--- src/rtl/mem_agu_queue.sv ---
// Memory address generation unit with a DEPTH-entry in-order output queue.
// Optional synchronous queue flush is enabled by defining MEM_AGU_QUEUE_FLUSH_EN.
module mem_agu_queue #(
    parameter int ADDR_W = 16,
    parameter int DATA_W = 8,
    parameter int ROB_W  = 5,
    parameter int PREG_W = 5,
    parameter int ARCH_W = 8,
    parameter int DEPTH  = 4
) (
    input  logic                         clk,
    input  logic                         rst_n,
`ifdef MEM_AGU_QUEUE_FLUSH_EN
    input  logic                         flush,
`endif
    input  logic [3:0]                   opcode,
    input  logic [ROB_W-1:0]             ROB_entry,
    input  logic [ADDR_W-1:0]            base_val,
    input  logic [7:0]                   offset,
    input  logic [PREG_W-1:0]            dest_reg,
    input  logic [DATA_W-1:0]            data,
    input  logic [3:0]                   imm,
    input  logic [ARCH_W-1:0]            dest_arch_regs,
    input  logic                         input_valid,
    output logic                         input_ready,
    output logic [ADDR_W-1:0]            mem_addr,
    output logic [PREG_W-1:0]            dest_reg_out,
    output logic [DATA_W-1:0]            data_out,
    output logic [ARCH_W-1:0]            dest_arch_regs_out,
    output logic [ROB_W-1:0]             ROB_entry_out,
    output logic                         store_out,
    output logic                         page_cross_out,
    output logic                         output_valid,
    input  logic                         output_ready,
    output logic [$clog2(DEPTH+1)-1:0]   count
);

    localparam int PTR_W = $clog2(DEPTH);
    localparam int CNT_W = $clog2(DEPTH + 1);
    localparam logic [PTR_W-1:0] PTR_ONE  = PTR_W'(1'b1);
    localparam logic [CNT_W-1:0] CNT_ONE  = CNT_W'(1'b1);
    localparam logic [CNT_W-1:0] CNT_ZERO = {CNT_W{1'b0}};
    localparam logic [CNT_W-1:0] CNT_FULL = CNT_W'(DEPTH);

    typedef struct packed {
        logic [ADDR_W-1:0] addr;
        logic              page_cross;
        logic              store;
        logic [PREG_W-1:0] dest_reg;
        logic [DATA_W-1:0] data;
        logic [ARCH_W-1:0] arch_regs;
        logic [ROB_W-1:0]  rob;
    } entry_t;

    localparam int ENTRY_W = $bits(entry_t);

    // Returns {page_cross, effective_address}. Wrap mode keeps the page bits
    // and never reports a crossing; linear mode reports the carry out of bit 7.
    function automatic logic [ADDR_W:0] agu_calc(
        input logic [ADDR_W-1:0] base,
        input logic [7:0]        off,
        input logic              wrap
    );
        logic [8:0]        low_sum;
        logic [ADDR_W-1:0] addr;
        low_sum = {1'b0, base[7:0]} + {1'b0, off};
        if (wrap) begin
            addr = {base[ADDR_W-1:8], low_sum[7:0]};
            return {1'b0, addr};
        end else begin
            addr = base + {{(ADDR_W-8){1'b0}}, off};
            return {low_sum[8], addr};
        end
    endfunction

    entry_t             mem_r [DEPTH];
    logic [PTR_W-1:0]   rd_ptr_r;
    logic [PTR_W-1:0]   wr_ptr_r;
    logic [CNT_W-1:0]   count_r;

    entry_t             entry_s;
    entry_t             head_s;
    logic [ADDR_W:0]    agu_s;
    logic               flush_s;
    logic               empty_s;
    logic               full_s;
    logic               ready_s;
    logic               push_s;
    logic               pop_s;
    logic               unused_inputs_s;

`ifdef MEM_AGU_QUEUE_FLUSH_EN
    assign flush_s = flush;
`else
    assign flush_s = 1'b0;
`endif

    assign unused_inputs_s = ^{opcode[3:1], imm[2:0]};

    // Handshake decode; flush blocks acceptance so a dropped push never lands.
    always_comb begin
        empty_s = (count_r == CNT_ZERO);
        full_s  = (count_r == CNT_FULL);
        if (flush_s) begin
            ready_s = 1'b0;
        end else begin
            ready_s = !full_s || output_ready;
        end
        push_s = input_valid && ready_s;
        pop_s  = !empty_s && output_ready && !flush_s;
    end

    // Build the entry captured on push.
    always_comb begin
        agu_s             = agu_calc(base_val, offset, imm[3]);
        entry_s.addr       = agu_s[ADDR_W-1:0];
        entry_s.page_cross = agu_s[ADDR_W];
        entry_s.store      = opcode[0];
        entry_s.dest_reg   = dest_reg;
        entry_s.data       = data;
        entry_s.arch_regs  = dest_arch_regs;
        entry_s.rob        = ROB_entry;
    end

    // Pointer and occupancy state.
    always_ff @(posedge clk or negedge rst_n) begin
        if (!rst_n) begin
            rd_ptr_r <= {PTR_W{1'b0}};
            wr_ptr_r <= {PTR_W{1'b0}};
            count_r  <= CNT_ZERO;
        end else if (flush_s) begin
            rd_ptr_r <= {PTR_W{1'b0}};
            wr_ptr_r <= {PTR_W{1'b0}};
            count_r  <= CNT_ZERO;
        end else begin
            if (push_s) begin
                wr_ptr_r <= wr_ptr_r + PTR_ONE;
            end
            if (pop_s) begin
                rd_ptr_r <= rd_ptr_r + PTR_ONE;
            end
            case ({push_s, pop_s})
                2'b10:   count_r <= count_r + CNT_ONE;
                2'b01:   count_r <= count_r - CNT_ONE;
                default: count_r <= count_r;
            endcase
        end
    end

    // Entry storage; deliberately not reset since empty gating hides it.
    always_ff @(posedge clk) begin
        if (push_s) begin
            mem_r[wr_ptr_r] <= entry_s;
        end
    end

    // Head selection, forced to zero whenever the queue is empty.
    always_comb begin
        if (empty_s) begin
            head_s = entry_t'({ENTRY_W{1'b0}});
        end else begin
            head_s = mem_r[rd_ptr_r];
        end
    end

    assign input_ready        = ready_s;
    assign output_valid       = !empty_s;
    assign count              = count_r;
    assign mem_addr           = head_s.addr;
    assign page_cross_out     = head_s.page_cross;
    assign store_out          = head_s.store;
    assign dest_reg_out       = head_s.dest_reg;
    assign data_out           = head_s.data;
    assign dest_arch_regs_out = head_s.arch_regs;
    assign ROB_entry_out      = head_s.rob;

endmodule

--- config.mk ---
export PLATFORM = sky130hd
export DESIGN_NAME = mem_agu_queue
export DESIGN_NICKNAME = d
export VERILOG_FILES = /design/src/rtl/mem_agu_queue.sv
export SDC_FILE = /design/constraint.sdc
export NUM_CORES = 1
export LEC_CHECK = 0
export CAP_MARGIN = 20
export CORE_ASPECT_RATIO = 2
export CORE_MARGIN = 2
export CORE_UTILIZATION = 49
export DETAILED_ROUTE_END_ITERATION = 10
export GPL_TIMING_DRIVEN = 1
export PLACE_DENSITY = 0.72
export SLEW_MARGIN = 25
export SYNTH_ARGS = -nofsm -noshare
export SYNTH_HDL_FRONTEND = slang
export SYNTH_SLANG_ARGS = --single-unit
--- constraint.sdc ---
create_clock -name clk -period 1.97 [get_ports clk]
set_input_delay 0.394 -clock clk [delete_from_list [all_inputs] [get_ports clk]]
set_output_delay 0.394 -clock clk [all_outputs]
set_load 0.01 [all_outputs]
Word level (Yosys, flattened, before mapping)
Memories as Yosys holds them, arrays and structs flattened.
Index checks and enable logic that the tools add are counted.
Widths: inputs -> output; s select.
{"block": "word_totals", "reg_bits": 7, "ram_bits": 176, "in_bits": 62, "wordCells": 25, "mem_count": 1}
{"block": "classes", "n_addsub": 6, "eq_ne": 3, "mux": 5, "n_reduce_logical": 7}
{"name": "mem_r", "words": 4, "word_bits": 44, "read_ports": 1, "rd_ports_with_merged_regs": 0, "wr": 1, "line_no": "76", "rtl": "entry_t mem_r [DEPTH];"}
{"operator": "$mux 44", "count": 1}
{"operator": "$mux 17", "count": 1}
{"operator": "$add 16x8->16", "count": 1}
{"operator": "$add 8x8->9", "count": 1}
{"operator": "$pmux 3 s2", "count": 1}
{"operator": "$add 2x1->2 const B", "count": 2}
{"operator": "$add 3x1->3 const B", "count": 1}
{"operator": "$eq 3x3->1 const B", "count": 1}
{"operator": "$logic_not 3->1", "count": 1}
{"operator": "$sub 3x1->3 const B", "count": 1}
{"operator": "$eq 2x1->1 const B", "count": 1}
{"operator": "$eq 2x2->1 const B", "count": 1}
{"operator": "$logic_and 1x1->1", "count": 2}
{"operator": "$logic_not 1->1", "count": 2}
{"operator": "$mux 1", "count": 2}
{"operator": "$reduce_bool 2->1", "count": 1}
{"operator": "$logic_or 1x1->1", "count": 1}

Logic depth before layout (Yosys ltp)
Gate-level depths: netlist of the first run.
{"block": "logic_depth", "ltp_word": 6, "mapped_depth": 10, "ltp_nobuf": 10}

Worst setup path after synthesis of the first run
Ideal clock, no wire load.
{"block": "synth_path", "path_type": "register to register", "startpoint": "register count_r[0], in the netlist count[0]", "endpoint": "memory mem_r[0][0] (netlist bit) (enable)", "setup_time_ps": 406, "arrival_time_ps": 1864, "slack_ps": -300, "path_stages_with_launch": 4, "n_path_buf": 0, "period_less_slack_ps": 2270, "cell_sequence": "dfrtp_1 inv_1 nand4b_1 and3_1"}
{"block": "synth_via", "elab_chain_len": 6}
{"element": "start, declared", "line_no": "79", "rtl": "logic [CNT_W-1:0] count_r;"}
{"element": "start signal, assigned", "line_no": "143", "rtl": "2'b10: count_r <= count_r + CNT_ONE;"}
{"element": "start signal, assigned", "line_no": "144", "rtl": "2'b01: count_r <= count_r - CNT_ONE;"}
{"element": "start signal, assigned", "line_no": "145", "rtl": "default: count_r <= count_r;"}
{"element": "$eq 3x3->1", "line_no": "103", "rtl": "full_s = (count_r == CNT_FULL);"}
{"element": "$logic_not 1->1", "line_no": "107", "rtl": "ready_s = !full_s || output_ready;"}
{"element": "$logic_or 1x1->1", "line_no": "107"}
{"element": "named net input_ready", "line_no": "25", "rtl": "output logic input_ready,"}
{"element": "$logic_and 1x1->1", "line_no": "109", "rtl": "push_s = input_valid && ready_s;"}
{"element": "$mux 1", "line_no": "152", "rtl": "if (push_s) begin"}
{"element": "$mux 1 (implied by the code)", "line_no": "153", "rtl": "mem_r[wr_ptr_r] <= entry_s;"}
{"element": "end, declared", "line_no": "76"}
The timed path passes the listed nets, and every way through them passes these cells.

Worst setup path after layout of the first run
{"block": "layout_path", "startpoint": "register rd_ptr_r[0]", "endpoint": "output dest_reg_out[3]"}
{"block": "layout_via", "elab_chain_len": 2}
{"element": "start, declared", "line_no": "77", "rtl": "logic [PTR_W-1:0] rd_ptr_r;"}
{"element": "start signal, assigned", "line_no": "128", "rtl": "rd_ptr_r <= {PTR_W{1'b0}};"}
{"element": "start signal, assigned", "line_no": "132", "rtl": "rd_ptr_r <= {PTR_W{1'b0}};"}
{"element": "start signal, assigned", "line_no": "140", "rtl": "rd_ptr_r <= rd_ptr_r + PTR_ONE;"}
{"element": "$mem_v2 4x44"}
{"element": "$mux 44", "line_no": "159", "rtl": "if (empty_s) begin"}
{"element": "end, declared", "line_no": "27", "rtl": "output logic [PREG_W-1:0] dest_reg_out,"}
No other way between the ends.

==> summary.md, run 1 <==
| Metric | Value |
|---|---|
| Crit path max fanout | `7` |
| Sw Share | `28.5%` |
| Slew headroom | `74.9%` |
| GRT busiest layer | `met2` |
| CTS H-tree lvls | `4` |
| Io pins | `111` |
| Switch Pwr | `4580 µW` |
| P&R area growth vs syn | `39.1%` |
| Crit path DAT | `1.99 ns` |
| Worst path cell trace | `buf_12, buf_6, mux4_2, and2_4, buf_6` |
| Clk_skew | `0.00789 ns` |
| Largest net degree at the start of global routing | `47` |
| Setup TNS Final | `-16.47 ns` |
| Synth Flop Type | `edfxtp_1` |
| Die height | `180 µm` |
| Worst path top cell family by delay | `flip-flops` |
| Vias in the first global route | `4466` |
| Period utilization | `121%` |
| Static leakage | `0.00382 µW` |
| Pwr Total | `16000 µW` |
| Grt met2 use | `36.9%` |
| Mapped cell area | `7590 µm²` |
| Number of flops mapped to enable cells by yosys | `176` |
| CORE AREA | `15200 µm²` |
| FFs w/ async S/R, synth | `3.83%` |
| Port-buffer cells | `104` |
| Startpoint types | `flip-flop` |
| Worst EP required | `1.58 ns` |
| Type of the tightest min-delay check | `in2async` |
| Via count | `4108` |
| Initial Util | `49.9%` |
| Site Rows | `64` |
| Met1 Use GR | `19.5%` |
| Root Buffer | `clkbuf_16` |
| Place WS | `-0.727 ns` |
| Synth Instances | `383` |
| Clock sink count | `183` |
| Global placement routability congestion | `0.745` |
| Final worst slack | `-0.409 ns` |
| Seq pwr share | `33.8%` |
| Endpoints failing hold | `0` |
| Slowest stage delay, CP | `0.54 ns` |
| Clock-pin slew on the worst setup and hold paths | `0.07 ns` |
| Clock latency at the later pin of the worst-skew pair | `0.43 ns` |
| Cell mode on critical path | `buf_6` |
| CTS Buffer Depth | `2` |
| Global-route met3 utilization | `3.81%` |
| Fmax | `420 MHz` |
| CTS tree | `yes` |
| RSZ-0062 raised after global routing | `true` |
| Power density over the cells | `1520 nW/µm²` |
| Final setup fails | `47` |
| Worst-Margin Slew | `0.376 ns` |
| Crit path capture type | `primary output` |
| DRC Markers | `0` |
| Die area | `16600 µm²` |
| Share of layout cells above drive strength 1 | `46.7%` |
| DR iter-0 viols | `219` |
| First-pass GRT wire length | `23600 µm` |
| Max VDD drop | `840 µV` |
| Failing checks | `setup timing` |
| Inserted Clock Buffers | `17` |
| Initial antenna violation count | `1` |
| DPL Wire Length | `9900 µm` |
| Synth Register Bits | `183` |
| Gr usage total | `19.2%` |
| Placed Area | `9370 µm²` |
| Syn avg cell area | `19.8 µm²` |
| Kind of critical path | `reg2out` |
| Worst path bufs/invs | `3` |
| Nets | `642` |
| Max-cap violation count | `0` |
| Via/cell ratio | `5.29` |
| Design area | `10600 µm²` |
| Unique masters post-synth | `35` |
| Grt total ovfl | `0` |
| Synth Warn # | `0` |
| Slowest CP cell | `dfrtp_4` |
| Syn_nets | `460` |
| Post-route minimum period | `2.38 ns` |
| Clock power share | `22.6%` |
| DRT Wirelength | `15900 µm` |
| Status | `finished with violations` |
| Comb pwr share | `43.6%` |
| Internal Power | `11500 µW` |
| Width of the die | `92.0 µm` |
| Detail Route Antenna Nets | `0` |
| Post-synthesis sequential area ratio | `71.9%` |
| Final Slew Violations | `0` |
| DR WL/cell | `20.4 µm` |
| Pre-antenna DRT Iters | `4` |
[layout make-up]
type	count	area [µm²]
repair buffers	178	1870
multi-input cells	174	2290
clock inverters	15	208
well taps	198	248
diodes	1	2.50
inverters	11	46.3
clock buffers	17	425
fillers	997	4650
flip-flops and latches	183	5470
[worst paths after layout]
kind / from / endpoint / slack [ns] / depth (start not counted)
worst min register to register: count[0] / count[0] / 0.60 / 2
worst max register to register: count[2] / count[2] / -0.17 / 9
min in group clk: base_val[0] / mem_r[2][28] / 0.46 / 2
worst min-delay path: rst_n / count[2] / 0.25 / 1
worst max-delay path: rd_ptr_r[0] / dest_reg_out[3] / -0.41 / 5
max in group asynchronous: rst_n / rd_ptr_r[0] / 1.42 / 1
[layout by cell type, fill, tap and decap left out, drive strengths merged, types with 5 or more instances in the layout]
cell             n
edfxtp         176
clkbuf          20
inv             19
nor3             5
clkdlybuf4s50   54
a21oi            7
and2            46
xor2            11
mux4            44
ha              13
dfrtp            7
xnor2            9
buf            117
nor2             7
[Yosys cell counts, types with 5 or more instances]
| master | number | area, µm² |
|---|---|---|
| nor2_1 | 7 | 26.3 |
| buf_6 | 5 | 56.3 |
| mux4_2 | 44 | 991 |
| edfxtp_1 | 176 | 5290 |
| buf_2 | 6 | 30.0 |
| dfrtp_1 | 7 | 175 |
| xnor2_1 | 9 | 78.8 |
| inv_1 | 11 | 41.3 |
| a21oi_1 | 7 | 35.0 |
| xor2_1 | 11 | 96.3 |
| ha_1 | 13 | 163 |
| and2_1 | 45 | 282 |
[layer usage]
| metal | wire [µm] | vias to the layer above | share of wire [%] |
|---|---|---|---|
| li1 | - | 1871 | - |
| met1 | 5540 | 2108 | 35 |
| met2 | 9430 | 109 | 59 |
| met3 | 545 | 20 | 3.4 |
| met4 | 359 | 0 | 2.3 |
| met5 | 0 | - | 0 |
[cell families after synthesis]
family / Yosys count / synth area share [%]
xor gates and xnor gates: 20 / 2.31
AOI/OAI and AO/OA: 17 / 1.76
adders and majority gates: 15 / 2.67
DFF: 183 / 71.9
buffers and inverters: 26 / 1.88
muxes: 45 / 13.2
and+or+nand+nor: 77 / 6.29
[stage by stage]
stage,util [%],hold WS [ns],cells
2_1_floorplan,-,0.0984,383
3_3_place_gp,61.6,0.540,717
6_report,69.4,0.251,777
4_1_cts,67.7,0.242,771
5_1_grt,69.4,0.258,777
3_5_place_dp,61.6,0.572,717
[repair_timing]
item | in CTS | in global routing
endpoints found under the setup margin | 92 | 80
gates resized for setup | 249 | 48
hold buffers | 0 | 0
pin swaps | 37 | 25
setup buffers | 20 | 6
cloned | 4 | 4
[flip-flops by register name, summed over array words and instances, names as in the netlist]
signal,cells
mem_r,176
wr_ptr_r,2
count,3
rd_ptr_r,2
[power groups by stage]
stage	Combinational [µW]	Sequential [µW]	Clock, µW
final	7000	5420	3620
after global routing	7460	5480	3870
after CTS	6700	5430	3690
after detailed placement	5930	5480	0
after global placement	5850	5420	0
after floorplan	3120	5400	0
Note: power is estimated with default switching activity, not from simulation.
==> run 2: changes to the inputs <==
--- a/config.mk
+++ b/config.mk
@@ -8,10 +8,11 @@
 export CAP_MARGIN = 20
 export CORE_ASPECT_RATIO = 2
 export CORE_MARGIN = 2
-export CORE_UTILIZATION = 49
+export CORE_UTILIZATION = 58
+export CTS_CLUSTER_DIAMETER = 150
 export DETAILED_ROUTE_END_ITERATION = 10
 export GPL_TIMING_DRIVEN = 1
-export PLACE_DENSITY = 0.72
+export PLACE_DENSITY = 0.8
 export SLEW_MARGIN = 25
 export SYNTH_ARGS = -nofsm -noshare
 export SYNTH_HDL_FRONTEND = slang
==> constraint.sdc (replaced) <==
create_clock -name clk -period 2.9 [get_ports clk]
set_input_delay 0.58 -clock clk [delete_from_list [all_inputs] [get_ports clk]]
set_output_delay 0.58 -clock clk [all_outputs]
set_load 0.01 [all_outputs]
==> summary.md, run 2 (synthesized netlist as in run 1, its figures left out) <==
| Metric | Value |
|---|---|
| Io pins | `111 (unchanged)` |
| Clock sink count | `183 (unchanged)` |
| CORE AREA | `12900 µm² (-15%)` |
| Root Buffer | `clkbuf_16` |
| FF-to-FF path depth | `7 (-2)` |
| Port-buffer cells | `104 (unchanged)` |
| Worst hold margin | `0.434 ns (+0.183 ns)` |
| Via count | `3922 (-4.5%)` |
| Fillers | `765 (-23%)` |
| Crit path capture type | `primary output` |
| # diodes | `0 (-1)` |
| Grt total ovfl | `0 (unchanged)` |
| Max VDD drop | `690 µV (-18%)` |
| Largest register FFs | `176 (unchanged)` |
| Via/cell ratio | `5.70 (+7.8%)` |
| Static leakage | `0.00341 µW (-11%)` |
| Worst EP required | `2.32 ns (+0.74 ns)` |
| Site Rows | `59 (-7.8%)` |
| Status | `finished, final reports clean` |
| Crit. Startpoint | `rd_ptr_r[0]` |
| Reg-to-reg startpoint | `count[0]` |
| DPL Wire Length | `9540 µm (-3.6%)` |
| Endpoints failing hold | `0 (unchanged)` |
| Internal Power | `7010 µW (-39%)` |
| Switch Pwr | `2790 µW (-39%)` |
| Detail Route Antenna Nets | `0 (unchanged)` |
| Vias in the first global route | `4338 (-2.9%)` |
| Max-cap violation count | `0 (unchanged)` |
| Inserted Clock Buffers | `17 (unchanged)` |
| DRC Markers | `0 (unchanged)` |
| Largest net degree at the start of global routing | `31 (-34%)` |
| Crit path DAT | `2.26 ns (+0.27 ns)` |
| Slew headroom | `72.6% (-2.2 points)` |
| Design area | `9670 µm² (-8.5%)` |
| Crit path max fanout | `11 (+4)` |
| Period utilization | `97.8%` |
| Comb pwr share | `38.3% (-5.3 points)` |
| Clock power share | `24.1% (+1.5 points)` |
| Clock latency at the later pin of the worst-skew pair | `0.42 ns (about the same)` |
| Global placement routability congestion | `0.702 (-5.8%)` |
| Seq pwr share | `37.6% (+3.8 points)` |
| Width of the die | `84.9 µm (-7.7%)` |
| Share of layout cells above drive strength 1 | `22.8% (-24 points)` |
| CTS tree | `yes` |
| Nets | `600 (-6.5%)` |
| Reg area | `5470 µm² (unchanged)` |
| Power density over the cells | `1010 nW/µm² (-33%)` |
| Clock-pin slew on the worst setup and hold paths | `0.07 ns (about the same)` |
| DR iter-0 viols | `234 (+6.8%)` |
| Sw Share | `28.5% (-0.057 points)` |
| Die area | `14100 µm² (-15%)` |
| Pre-antenna DRT Iters | `6 (+2)` |
| Worst-Margin Slew | `0.411 ns (+0.0349 ns)` |
| Kind of critical path | `reg2out` |
| First-pass GRT wire length | `22400 µm (-5.1%)` |
| DRT Wirelength | `14100 µm (-11%)` |
| RR Endpoint | `count[1]` |
| P&R area growth vs syn | `27.3%` |
| Post-route minimum period | `2.84 ns` |
| Initial Util | `58.8% (+8.9 points)` |
| Startpoint types | `flip-flop` |
| Final setup fails | `0 (-100%)` |
| Clk_skew | `0.00598 ns (-0.00191 ns)` |
| Multi-input gate area | `2000 µm² (-13%)` |
| Reg-to-reg slack, setup | `0.75 ns (+0.92 ns)` |
| CTS H-tree lvls | `4 (unchanged)` |
| Gr usage total | `21.3% (+2.2 points)` |
| Commonest cells after routing, fill and taps aside | `edfxtp_1, clkdlybuf4s50_1, and2_1, mux4_2, buf_4` |
| CTS Buffer Depth | `2 (unchanged)` |
| Commonest non-fill, non-tap cell in the layout | `edfxtp_1` |
| Type of the tightest min-delay check | `in2async` |
| DR WL/cell | `20.5 µm (+0.28%)` |
| Hold-fix buffers, CTS | `0 (unchanged)` |
| Initial antenna violation count | `0 (-1)` |
| Placed Area | `8950 µm² (-4.5%)` |
| Die height | `166 µm (-7.9%)` |
| Largest Register | `mem_r` |
| Final Slew Violations | `0 (unchanged)` |
| Fmax | `353 MHz` |
-- run 2: power by group through the flow --
stage	registers [µW]	logic, µW	clock network (µW)
2_1_floorplan	3680	2100	0
3_3_place_gp	3730	3650	0
3_5_place_dp	3780	3720	0
4_1_cts	3690	3720	2390
5_1_grt	3730	4020	2500
6_report	3680	3750	2360
-- run 2: stage by stage --
step / setup WS (ns) / setup TNS, ns / cells / util, % / power (µW)
final: 0.0634 / 0 / 688 / 74.8 / 9790
after global routing: -0.00332 / -0.00916 / 688 / 74.8 / 10200
after CTS: 0.00456 / 0 / 677 / 74.1 / 9810
after detailed placement: -0.0516 / -0.530 / 644 / 69.2 / 7490
after global placement: 0.0257 / 0 / 644 / 69.2 / 7380
after floorplan: 0.563 / 0 / 383 / - / 5780
-- run 2: final cells by class --
cell class | count | share of cell area [%]
Clock buffer | 17 | 4.40
Clock inverter | 15 | 1.95
Inverter | 11 | 0.427
Multi-Input combinational cell | 174 | 20.6
Sequential cell | 183 | 56.5
Tap cell | 152 | 1.97
Timing Repair Buffer | 136 | 14.1
-- run 2: critical path, stage by stage (launching register included) --
cell	delay, ns
dfrtp_4	0.51
buf_12	0.17
mux4_2	0.50
and2_1	0.17
clkdlybuf4s50_1	0.48
-- run 2: worst max-delay path by stage --
stage               depth (start not counted)               to  slack, ns
floorplan                                   2      mem_r[0][0]       0.56
global placement                            9     mem_r[0][40]       0.03
detailed placement                          9     mem_r[0][36]      -0.05
CTS                                         4      data_out[0]      0.005
global route                                4     mem_addr[15]     -0.003
finish                                      4  dest_reg_out[4]       0.06
-- run 2: per-layer routing --
layer | global-route usage, % | vias up | share of wire (%) | routed length [µm]
met5 | 0 | - | 0 | 0
met4 | 7.25 | 0 | 1.7 | 240
met3 | 4.37 | 16 | 3.6 | 502
met2 | 41.2 | 92 | 59 | 8310
met1 | 22.2 | 2022 | 36 | 5040
li1 | - | 1792 | - | -
-- run 2: repair_timing --
action	4_1_cts	5_1_grt
resized for setup	10	6
pin swaps	0	0
buffers inserted	1	11
hold endpoints to repair	0	0
endpoints found under the setup margin	35	24
cloned	0	0
==> run 3: changes to the inputs <==
--- a/config.mk
+++ b/config.mk
@@ -5,7 +5,6 @@
 export SDC_FILE = /design/constraint.sdc
 export NUM_CORES = 1
 export LEC_CHECK = 0
-export CAP_MARGIN = 20
 export CORE_ASPECT_RATIO = 2
 export CORE_MARGIN = 2
 export CORE_UTILIZATION = 58
@@ -13,6 +12,7 @@
 export DETAILED_ROUTE_END_ITERATION = 10
 export GPL_TIMING_DRIVEN = 1
 export PLACE_DENSITY = 0.8
+export REMOVE_ABC_BUFFERS = 1
 export SLEW_MARGIN = 25
 export SYNTH_ARGS = -nofsm -noshare
 export SYNTH_HDL_FRONTEND = slang
==> summary.md, run 3 (synthesized netlist as in run 1, its figures left out) <==
| Metric | Value |
|---|---|
| Port-buffer cells | `104 (unchanged)` |
| Post-route minimum period | `2.85 ns (+0.0159 ns)` |
| Cell count after placement | `639 (-0.78%)` |
| Static leakage | `0.00342 µW (+0.30%)` |
| Global placement routability congestion | `0.687 (-2.1%)` |
| Fillers | `779 (+1.8%)` |
| DPL Wire Length | `9200 µm (-3.5%)` |
| Highest Signal Layer | `met4` |
| Worst-Margin Slew | `0.414 ns (+0.00338 ns)` |
| DRC Markers | `0 (unchanged)` |
| Design area | `9550 µm² (-1.2%)` |
| DR WL/cell | `20.2 µm (-1.5%)` |
| Placed Area | `8900 µm² (-0.56%)` |
| Share of layout cells above drive strength 1 | `21.1% (-1.7 points)` |
| DRT met1 WL | `4950 µm (-1.8%)` |
| Grt total ovfl | `0 (unchanged)` |
| Startpoint types | `flip-flop` |
| Commonest non-fill, non-tap cell in the layout | `edfxtp_1` |
| Slowest CP cell | `dfrtp_4` |
| Slew headroom | `72.4% (-0.22 points)` |
| CTS H-tree lvls | `4 (unchanged)` |
| Seq pwr share | `39.2% (+1.6 points)` |
| Comb pwr share | `38.5% (+0.2 points)` |
| Pwr Total | `9380 µW (-4.3%)` |
| Worst path top cell family by delay | `buffers and inverters` |
| Pre-antenna DRT Iters | `4 (-2)` |
| Commonest cells after routing, fill and taps aside | `edfxtp_1, clkdlybuf4s50_1, and2_1, mux4_2` |
| Crit path capture type | `primary output` |
| Clock-pin slew on the worst setup and hold paths | `0.07 ns (about the same)` |
| Hold-fix buffers, CTS | `0 (unchanged)` |
| First-pass GRT wire length | `21700 µm (-3.1%)` |
| Fmax | `351 MHz (-0.56%)` |
| CTS Buffer Depth | `2 (unchanged)` |
| Met3 wire length | `487 µm (-3.0%)` |
| Io pins | `111 (unchanged)` |
| Crit path max fanout | `6 (-5)` |
| Clk_skew | `0.0120 ns (+0.00600 ns)` |
| P&R area growth vs syn | `25.8%` |
| Final Non-Filler Cells | `679 (-1.3%)` |
| Die area | `14100 µm² (unchanged)` |
| Internal Power | `6630 µW (-5.4%)` |
| Worst EP required | `2.32 ns (about the same)` |
| CORE AREA | `12900 µm² (unchanged)` |
| DRT Wirelength | `13700 µm (-2.8%)` |
| Worst path bufs/invs | `2 (unchanged)` |
| Detail Route Antenna Nets | `0 (unchanged)` |
| Final setup fails | `0 (unchanged)` |
| Status | `finished, final reports clean` |
| Period utilization | `98.4% (+0.55 points)` |
| Final Slew Violations | `0 (unchanged)` |
| Worst path cell trace | `buf_4, mux4_2, and2_1, clkdlybuf4s50_1` |
| Inserted Clock Buffers | `17 (unchanged)` |
| Initial antenna violation count | `0 (unchanged)` |
| Kind of critical path | `reg2out` |
| Crit path DAT | `2.27 ns (about the same)` |
| Site Rows | `59 (unchanged)` |
| Met2 wire len | `8020 µm (-3.5%)` |
| Vias in the first global route | `4233 (-2.4%)` |
| Root Buffer | `clkbuf_16` |
| Clock sink count | `183 (unchanged)` |
| Clock power share | `22.3% (-1.8 points)` |
| Largest register FFs | `176 (unchanged)` |
| Max VDD drop | `712 µV (+3.3%)` |
| Largest Register | `mem_r` |
| Nets | `591 (-1.5%)` |
| DR iter-0 viols | `189 (-19%)` |
| Power density over the cells | `982 nW/µm² (-3.1%)` |
| Via/cell ratio | `5.67 (-0.61%)` |
| Via count | `3847 (-1.9%)` |
| Endpoints failing hold | `0 (unchanged)` |
| Width of the die | `84.9 µm (unchanged)` |
| CTS tree | `yes` |
| Switch Pwr | `2750 µW (-1.5%)` |
| Slowest stage delay, CP | `0.49 ns (-0.02 ns)` |
| # diodes | `0 (unchanged)` |
| Die height | `166 µm (unchanged)` |
| Clock latency at the later pin of the worst-skew pair | `0.42 ns (about the same)` |
| Initial Util | `58.8% (unchanged)` |
| Max-cap violation count | `0 (unchanged)` |
| Largest net degree at the start of global routing | `39 (+26%)` |
| Type of the tightest min-delay check | `in2async` |
| Sw Share | `29.3% (+0.82 points)` |
| Gr usage total | `20.8% (-0.57 points)` |
| RSZ-0062 raised after global routing | `true` |
## run 3: final timing paths
path | start | endpoint | slack (ns) | cells after the start
max reg2reg | count[0] | count[2] | 0.71 | 9
min reg2reg | count[2] | count[2] | 0.55 | 1
max | rd_ptr_r[0] | mem_addr[15] | 0.05 | 4
min | rst_n | count[2] | 0.42 | 1
min in group clk | count[2] | count[2] | 0.55 | 1
max in group asynchronous | rst_n | rd_ptr_r[0] | 2.20 | 1
## run 3: power by group through the flow
stage / Clock, µW / Sequential (µW) / Combinational [µW]
2_1_floorplan: 0 / 3900 / 1790
3_3_place_gp: 0 / 3700 / 3630
3_5_place_dp: 0 / 3750 / 3680
4_1_cts: 2130 / 3680 / 3690
5_1_grt: 2230 / 3720 / 3900
6_report: 2090 / 3670 / 3610
## run 3: metal layers
layer / global-route usage, % / vias to the layer above
met5: 0 / -
met4: 7.66 / 0
met3: 4.52 / 14
met2: 38.2 / 101
met1: 23.1 / 1956
li1: - / 1776
## run 3: layout make-up
class / instances / area, µm² / area share, %
clock inverters: 13 / 111 / 1.17
repair buffers: 127 / 1320 / 13.8
well taps: 152 / 190 / 1.99
clock buffers: 19 / 433 / 4.53
multi-input cells: 174 / 2000 / 20.9
flip-flops and latches: 183 / 5470 / 57.2
inverters: 11 / 41.3 / 0.432
## run 3: through the flow
stage	setup TNS, ns	utilization [%]	hold slack (ns)	setup WS, ns
2_1_floorplan	-16.37	-	0.284	-0.372
3_3_place_gp	-0.181	68.9	0.496	-0.0453
3_5_place_dp	-1.48	68.9	0.537	-0.180
4_1_cts	-0.705	73.4	0.411	-0.0926
5_1_grt	-0.146	73.9	0.435	-0.0237
6_report	0	73.9	0.421	0.0475
## run 3: worst register-to-register path: stages, from the launching register on
cell	delay, ns
dfrtp_1	0.41
or3_1	0.15
buf_4	0.28
and2_4	0.22
ha_1	0.19
inv_1	0.06
fa_1	0.37
xor2_1	0.15
nor2_1	0.12
xor2_1	0.18
## run 3: what timing repair did
item | 4_1_cts | 5_1_grt
buffers inserted | 2 | 5
endpoints found under the setup margin | 39 | 26
gates cloned | 1 | 0
resized for setup | 16 | 19
